**config.mk**
```make
export PLATFORM = sky130hd
export DESIGN_NAME = nios_oci_dct_trace_monitor
export DESIGN_NICKNAME = d
export VERILOG_FILES = /design/src/rtl/nios_oci_dct_trace_monitor.sv
export SDC_FILE = /design/constraint.sdc
export NUM_CORES = 1
export LEC_CHECK = 0
export CORE_MARGIN = 1
export CORE_UTILIZATION = 45
export CTS_CLUSTER_DIAMETER = 30
export DETAILED_ROUTE_END_ITERATION = 12
export GPL_TIMING_DRIVEN = 0
export PLACE_DENSITY = 0.74
export SYNTH_ARGS = -nofsm -noshare
export SYNTH_HDL_FRONTEND = slang
export SYNTH_SLANG_ARGS = --single-unit
```
**constraint.sdc**
```tcl
create_clock -name clk -period 12.72 [get_ports clk]
set_input_delay 2.544 -clock clk [delete_from_list [all_inputs] [get_ports clk]]
set_output_delay 2.544 -clock clk [all_outputs]
set_load 0.05 [all_outputs]
```
**src/rtl/nios_oci_dct_trace_monitor.sv**
```systemverilog
// nios_oci_dct_trace_monitor
// Trace-capture monitor for the Nios II OCI debug trace path. Buffers
// {dct_count, dct_buffer} words in a show-ahead FIFO, keeps saturating
// frame/slot statistics and sticky error flags, and sequences the
// end-of-test drain/flush.
// Optional feature macro: OCI_TRACE_CHECKSUM_EN (running rotate-XOR checksum
// of accepted trace words). When undefined, checksum is tied to zero.
//
// state | meaning
// ------+-----------------------------------------------------------
// IDLE  | out of reset, nothing accepted yet
// RUN   | accepting trace words
// DRAIN | graceful end: writes ignored, reader empties the FIFO
// ENDED | test over; holds until reset

module nios_oci_dct_trace_monitor #(
  parameter int DCT_W  = 30,
  parameter int CNT_W  = 4,
  parameter int DEPTH  = 16,
  parameter int STAT_W = 32
) (
  input  logic                     clk,
  input  logic                     reset_n,
  input  logic                     dct_valid,
  input  logic [DCT_W-1:0]         dct_buffer,
  input  logic [CNT_W-1:0]         dct_count,
  input  logic                     test_ending,
  input  logic                     test_has_ended,
  input  logic                     rd_ready,
  output logic                     rd_valid,
  output logic [DCT_W+CNT_W-1:0]   rd_data,
  output logic [$clog2(DEPTH):0]   fifo_level,
  output logic [STAT_W-1:0]        frame_cnt,
  output logic [STAT_W-1:0]        slot_cnt,
  output logic                     overflow,
  output logic                     empty_frame,
  output logic [1:0]               state,
  output logic                     done,
  output logic [DCT_W-1:0]         checksum
);

  localparam int AW    = $clog2(DEPTH);
  localparam int LW    = AW + 1;
  localparam int ENT_W = DCT_W + CNT_W;
  localparam int SUM_W = ((STAT_W > CNT_W) ? STAT_W : CNT_W) + 1;

  localparam logic [LW-1:0]     FULL_LVL = LW'(DEPTH);
  localparam logic [STAT_W-1:0] STAT_MAX = '1;

  typedef enum logic [1:0] {
    IDLE  = 2'd0,
    RUN   = 2'd1,
    DRAIN = 2'd2,
    ENDED = 2'd3
  } state_t;

  state_t             cur_state;
  state_t             state_next;

  logic [ENT_W-1:0]   mem [DEPTH];
  logic [AW-1:0]      rd_ptr;
  logic [AW-1:0]      wr_ptr;
  logic [AW-1:0]      rd_ptr_inc;
  logic [ENT_W-1:0]   new_entry;
  logic [ENT_W-1:0]   head_next;
  logic [LW-1:0]      level_next;

  logic               flush;
  logic               pop;
  logic               wr_open;
  logic               push;
  logic               drop;

  logic [STAT_W-1:0]  frame_inc;
  logic [SUM_W-1:0]   slot_sum;
  logic [STAT_W-1:0]  slot_sat;

  assign state = cur_state;

  // Decode push/pop/flush, next FIFO occupancy, next head entry and next state.
  always_comb begin
    flush      = test_has_ended && (cur_state != ENDED);
    pop        = rd_valid && rd_ready;
    wr_open    = dct_valid && !flush && ((cur_state == IDLE) || (cur_state == RUN));
    push       = wr_open && ((fifo_level != FULL_LVL) || pop);
    drop       = wr_open && (fifo_level == FULL_LVL) && !pop;
    rd_ptr_inc = rd_ptr + 1'b1;
    new_entry  = {dct_count, dct_buffer};

    level_next = fifo_level;
    if (flush)             level_next = '0;
    else if (push && !pop) level_next = fifo_level + 1'b1;
    else if (pop && !push) level_next = fifo_level - 1'b1;

    // Head register tracks the oldest entry; it holds its last value when empty.
    head_next = rd_data;
    if (!flush) begin
      if (push && (fifo_level == '0))
        head_next = new_entry;
      else if (pop && push && (fifo_level == LW'(1)))
        head_next = new_entry;
      else if (pop && (fifo_level > LW'(1)))
        head_next = mem[rd_ptr_inc];
    end

    state_next = cur_state;
    case (cur_state)
      IDLE: begin
        if (flush)            state_next = ENDED;
        else if (test_ending) state_next = DRAIN;
        else if (push)        state_next = RUN;
      end
      RUN: begin
        if (flush)            state_next = ENDED;
        else if (test_ending) state_next = DRAIN;
      end
      DRAIN: begin
        if (flush || (level_next == '0)) state_next = ENDED;
      end
      default: state_next = ENDED;
    endcase

    frame_inc = (frame_cnt == STAT_MAX) ? frame_cnt : frame_cnt + 1'b1;
    slot_sum  = SUM_W'(slot_cnt) + SUM_W'(dct_count);
    slot_sat  = (slot_sum > SUM_W'(STAT_MAX)) ? STAT_MAX : slot_sum[STAT_W-1:0];
  end

  // FIFO storage; contents need no reset because the pointers define validity.
  always_ff @(posedge clk) begin
    if (reset_n && push)
      mem[wr_ptr] <= new_entry;
  end

  // FSM, FIFO pointers/level, head register, statistics and sticky flags.
  always_ff @(posedge clk) begin
    if (!reset_n) begin
      cur_state   <= IDLE;
      done        <= 1'b0;
      fifo_level  <= '0;
      rd_valid    <= 1'b0;
      rd_data     <= '0;
      rd_ptr      <= '0;
      wr_ptr      <= '0;
      frame_cnt   <= '0;
      slot_cnt    <= '0;
      overflow    <= 1'b0;
      empty_frame <= 1'b0;
    end else begin
      cur_state  <= state_next;
      done       <= (state_next == ENDED) && (cur_state != ENDED);
      fifo_level <= level_next;
      rd_valid   <= (level_next != '0);
      rd_data    <= head_next;
      if (flush) begin
        rd_ptr <= '0;
        wr_ptr <= '0;
      end else begin
        if (push) wr_ptr <= wr_ptr + 1'b1;
        if (pop)  rd_ptr <= rd_ptr_inc;
      end
      if (push) begin
        frame_cnt <= frame_inc;
        slot_cnt  <= slot_sat;
        if (dct_count == '0) empty_frame <= 1'b1;
      end
      if (drop) overflow <= 1'b1;
    end
  end

`ifdef OCI_TRACE_CHECKSUM_EN
  // Rotate-left-by-one then XOR each accepted word; survives the ENDED flush.
  always_ff @(posedge clk) begin
    if (!reset_n)
      checksum <= '0;
    else if (push)
      checksum <= {checksum[DCT_W-2:0], checksum[DCT_W-1]} ^ dct_buffer;
  end
`else
  assign checksum = '0;
`endif

endmodule
```
==> out/results.txt <==
Status -> finished, final reports clean
Hold Crit Class -> reg2reg
HPWL Detailed -> 42500 um
Ys async rst share -> 0%
Hold_buf cts -> 0
Initial antenna violation count -> 1
Synth Instances -> 1576
Max Cap Viol -> 0
Post-DRT Antenna Nets -> 0
Number of synthesis warnings -> 0
Share of cells above drive strength 1 -> 24.0%
Vias in the first global route -> 16700
Ys flop type -> edfxtp_1
Synth Register Bits -> 661
Most common cell after layout, fill and taps aside -> edfxtp_1
Sink Count -> 661
Pwr Density -> 175 nW/um^2
TNS Setup -> 0 ns
CP endpoint kind -> flip-flop
Post-Syn Area -> 26700 sq um
Setup Buffers After CTS -> 0
Post-CTS Resized -> 0
Boundary Pins -> 179
Worst Skew -> 0.0466 ns
Multi-input gate area -> 7630 sq um
Max Freq -> 0.168 GHz
Die area -> 60400 sq um
CP arrival -> 6.27 ns
Largest net degree at the start of global routing -> 25
EDFF count, synth -> 544
Area Overhead vs Synth -> 26.3%
CP required -> 13.05 ns
Tot GR Track Use -> 22.7%
Non-Filler Instances -> 2745
DR iter-0 viols -> 1779
Initial DRT Pass Iterations -> 5
First-pass GRT wire length -> 102000 um
Fillers -> 4165
Worst-path clk slew -> 0.05 ns
VDD IR max -> 0.122 mV
CTS buffer count -> 111
Worst Tran Pin Value -> 1.26 ns
Worst Path Max Fanout -> 18
Most frequent cells in the layout -> 544 x edfxtp_1, 147 x clkdlybuf4s50_1, 137 x mux4_2
Routability Congestion -> 0.860
Std-Cell Rows -> 88
Die Wd -> 246 um
RSZ-0062 raised after global routing -> no
Port-buffer cells -> 147
WL/cell -> 24.9 um
Register area -> 18700 sq um
Syn Area/Cell -> 17.0 sq um
Sequential element share of the synthesized area -> 69.8%
Leak Pwr -> 10.8 nW
Final Hold Fails -> 0
Final Cycle Share -> 46.7%
Min Tclk post-route -> 5.94 ns
Clk_lat worst skew -> 0.67 ns
Core area -> 58200 sq um
Post-Route WL -> 68400 um
Post-synth cell types -> 70
Clock buffer depth -> 3
DP Cell Count -> 2533
Critical path startpoint category -> input port
Setup violations, final -> 0
Slew Limit Fails -> 0
Initial core utilization -> 45.9%
Overflow after GRT -> 0
DR vias -> 16500
Nets -> 1936
H-tree levels -> 3
CTS root buf -> clkbuf_16
TritonCTS clock tree -> done
DRC errors left -> 0
Die height -> 246 um
Rel. slew slack -> 15.7%
WS Path Type -> in2reg
Drt via density -> 6.00
==> synthesized netlist by cell type (5+ instances only) <==
cell type	count	area (sq um)
dfxtp_1	117	2340
o31ai_1	39	293
nand4_1	27	169
nor2_1	60	225
and4_1	12	105
nand3_1	20	100
a211oi_1	9	67.6
mux2i_1	37	370
inv_1	16	60.1
a31oi_1	12	75.1
or3_1	18	113
nor4_1	10	62.6
and2_1	5	31.3
clkbuf_1	63	236
a221oi_1	33	289
xnor2_1	10	87.6
o21ai_0	33	165
mux2_2	33	372
buf_2	22	110
xor2_1	7	61.3
o211ai_1	5	37.5
edfxtp_1	544	16300
or4_1	6	45.0
nor3_1	56	280
buf_4	30	225
a21oi_1	75	375
and3_1	10	62.6
nand2_1	40	150
ha_1	14	175
mux4_2	137	3090
==> sequential cells by signal (all words and copies together) (netlist names) <==
register and flops:
overflow 1, done 1, slot_cnt 32, frame_cnt 32
mem 544, wr_ptr 4, rd_data 34, empty_frame 1
rd_valid 1, fifo_level 5, rd_ptr 4, state 2
==> power breakdown <==
| part | switching (mW) | internal (mW) | total [mW] | leakage (nW) |
|---|---|---|---|---|
| sequential | 0.0172 | 2.36 | 2.38 | 5.84 |
| clock | 1.09 | 2.07 | 3.16 | 1.97 |
| combinational | 0.243 | 0.132 | 0.375 | 3.02 |
==> area by class of cell <==
class	count	area share, %
timing repair buffer	163	5.30
clock inverter	77	3.11
multi-input combinational	807	22.6
buffer	120	1.77
inverter	17	0.189
clock buffer	134	8.90
tap	765	2.83
antenna	1	0.00741
sequential	661	55.3
==> logic make-up after synthesis <==
kind of cell	count (synthesis)	synth area share (%)
and+or+nand+nor	287	5.71
muxes	207	14.3
adders and majority gates	15	0.730
AOI/OAI and AO/OA	251	6.36
other	1	0.0140
buffers and inverters	137	2.47
xor gates and xnor gates	17	0.557
DFF	661	69.8
==> path summary, 6_finish.rpt <==
kind	startpoint	endpoint	slack, ns	cells after the start
worst max register to register	fifo_level[0]$_SDFF_PN0_	mem[0][25]$_DFFE_PP_	8.62	9
worst max-delay path	test_has_ended	mem[0][25]$_DFFE_PP_	6.78	9
worst min register to register	empty_frame$_SDFFE_PN0P_	empty_frame$_SDFFE_PN0P_	0.48	2
worst min-delay path	empty_frame$_SDFFE_PN0P_	empty_frame$_SDFFE_PN0P_	0.48	2
==> worst max-delay path: stages <==
cell and delay (ns):
clkdlybuf4s50_1 0.55, or3b_4 0.45, buf_6 0.15, a21oi_1 0.31
clkbuf_1 0.45, buf_1 0.43, nand2_1 0.37, nor2_4 0.71
buf_12 0.28
==> per-stage QoR <==
step | setup WS (ns) | utilization, % | total power, mW | hold WS (ns) | area (sq um)
after global placement | 4.01 | 50.3 | 2.78 | 0.457 | 29300
final | 6.78 | 58.0 | 5.91 | 0.484 | 33800
after detailed placement | 6.17 | 51.0 | 2.79 | 0.476 | 29700
after CTS | 6.84 | 58.0 | 5.93 | 0.489 | 33800
after floorplan | 6.92 | - | 2.65 | 0.454 | 26900
after global routing | 6.67 | 58.0 | 6.05 | 0.535 | 33800
==> routing by layer <==
metal / GRT usage (%) / vias up / share of wire, %
met5: 0 / - / 0.019
met4: 6.94 / 2 / 2.0
met3: 4.89 / 120 / 9.9
met2: 37.0 / 971 / 49
met1: 30.4 / 8338 / 39
li1: - / 7042 / -
Power figures use the tool's default switching activity.
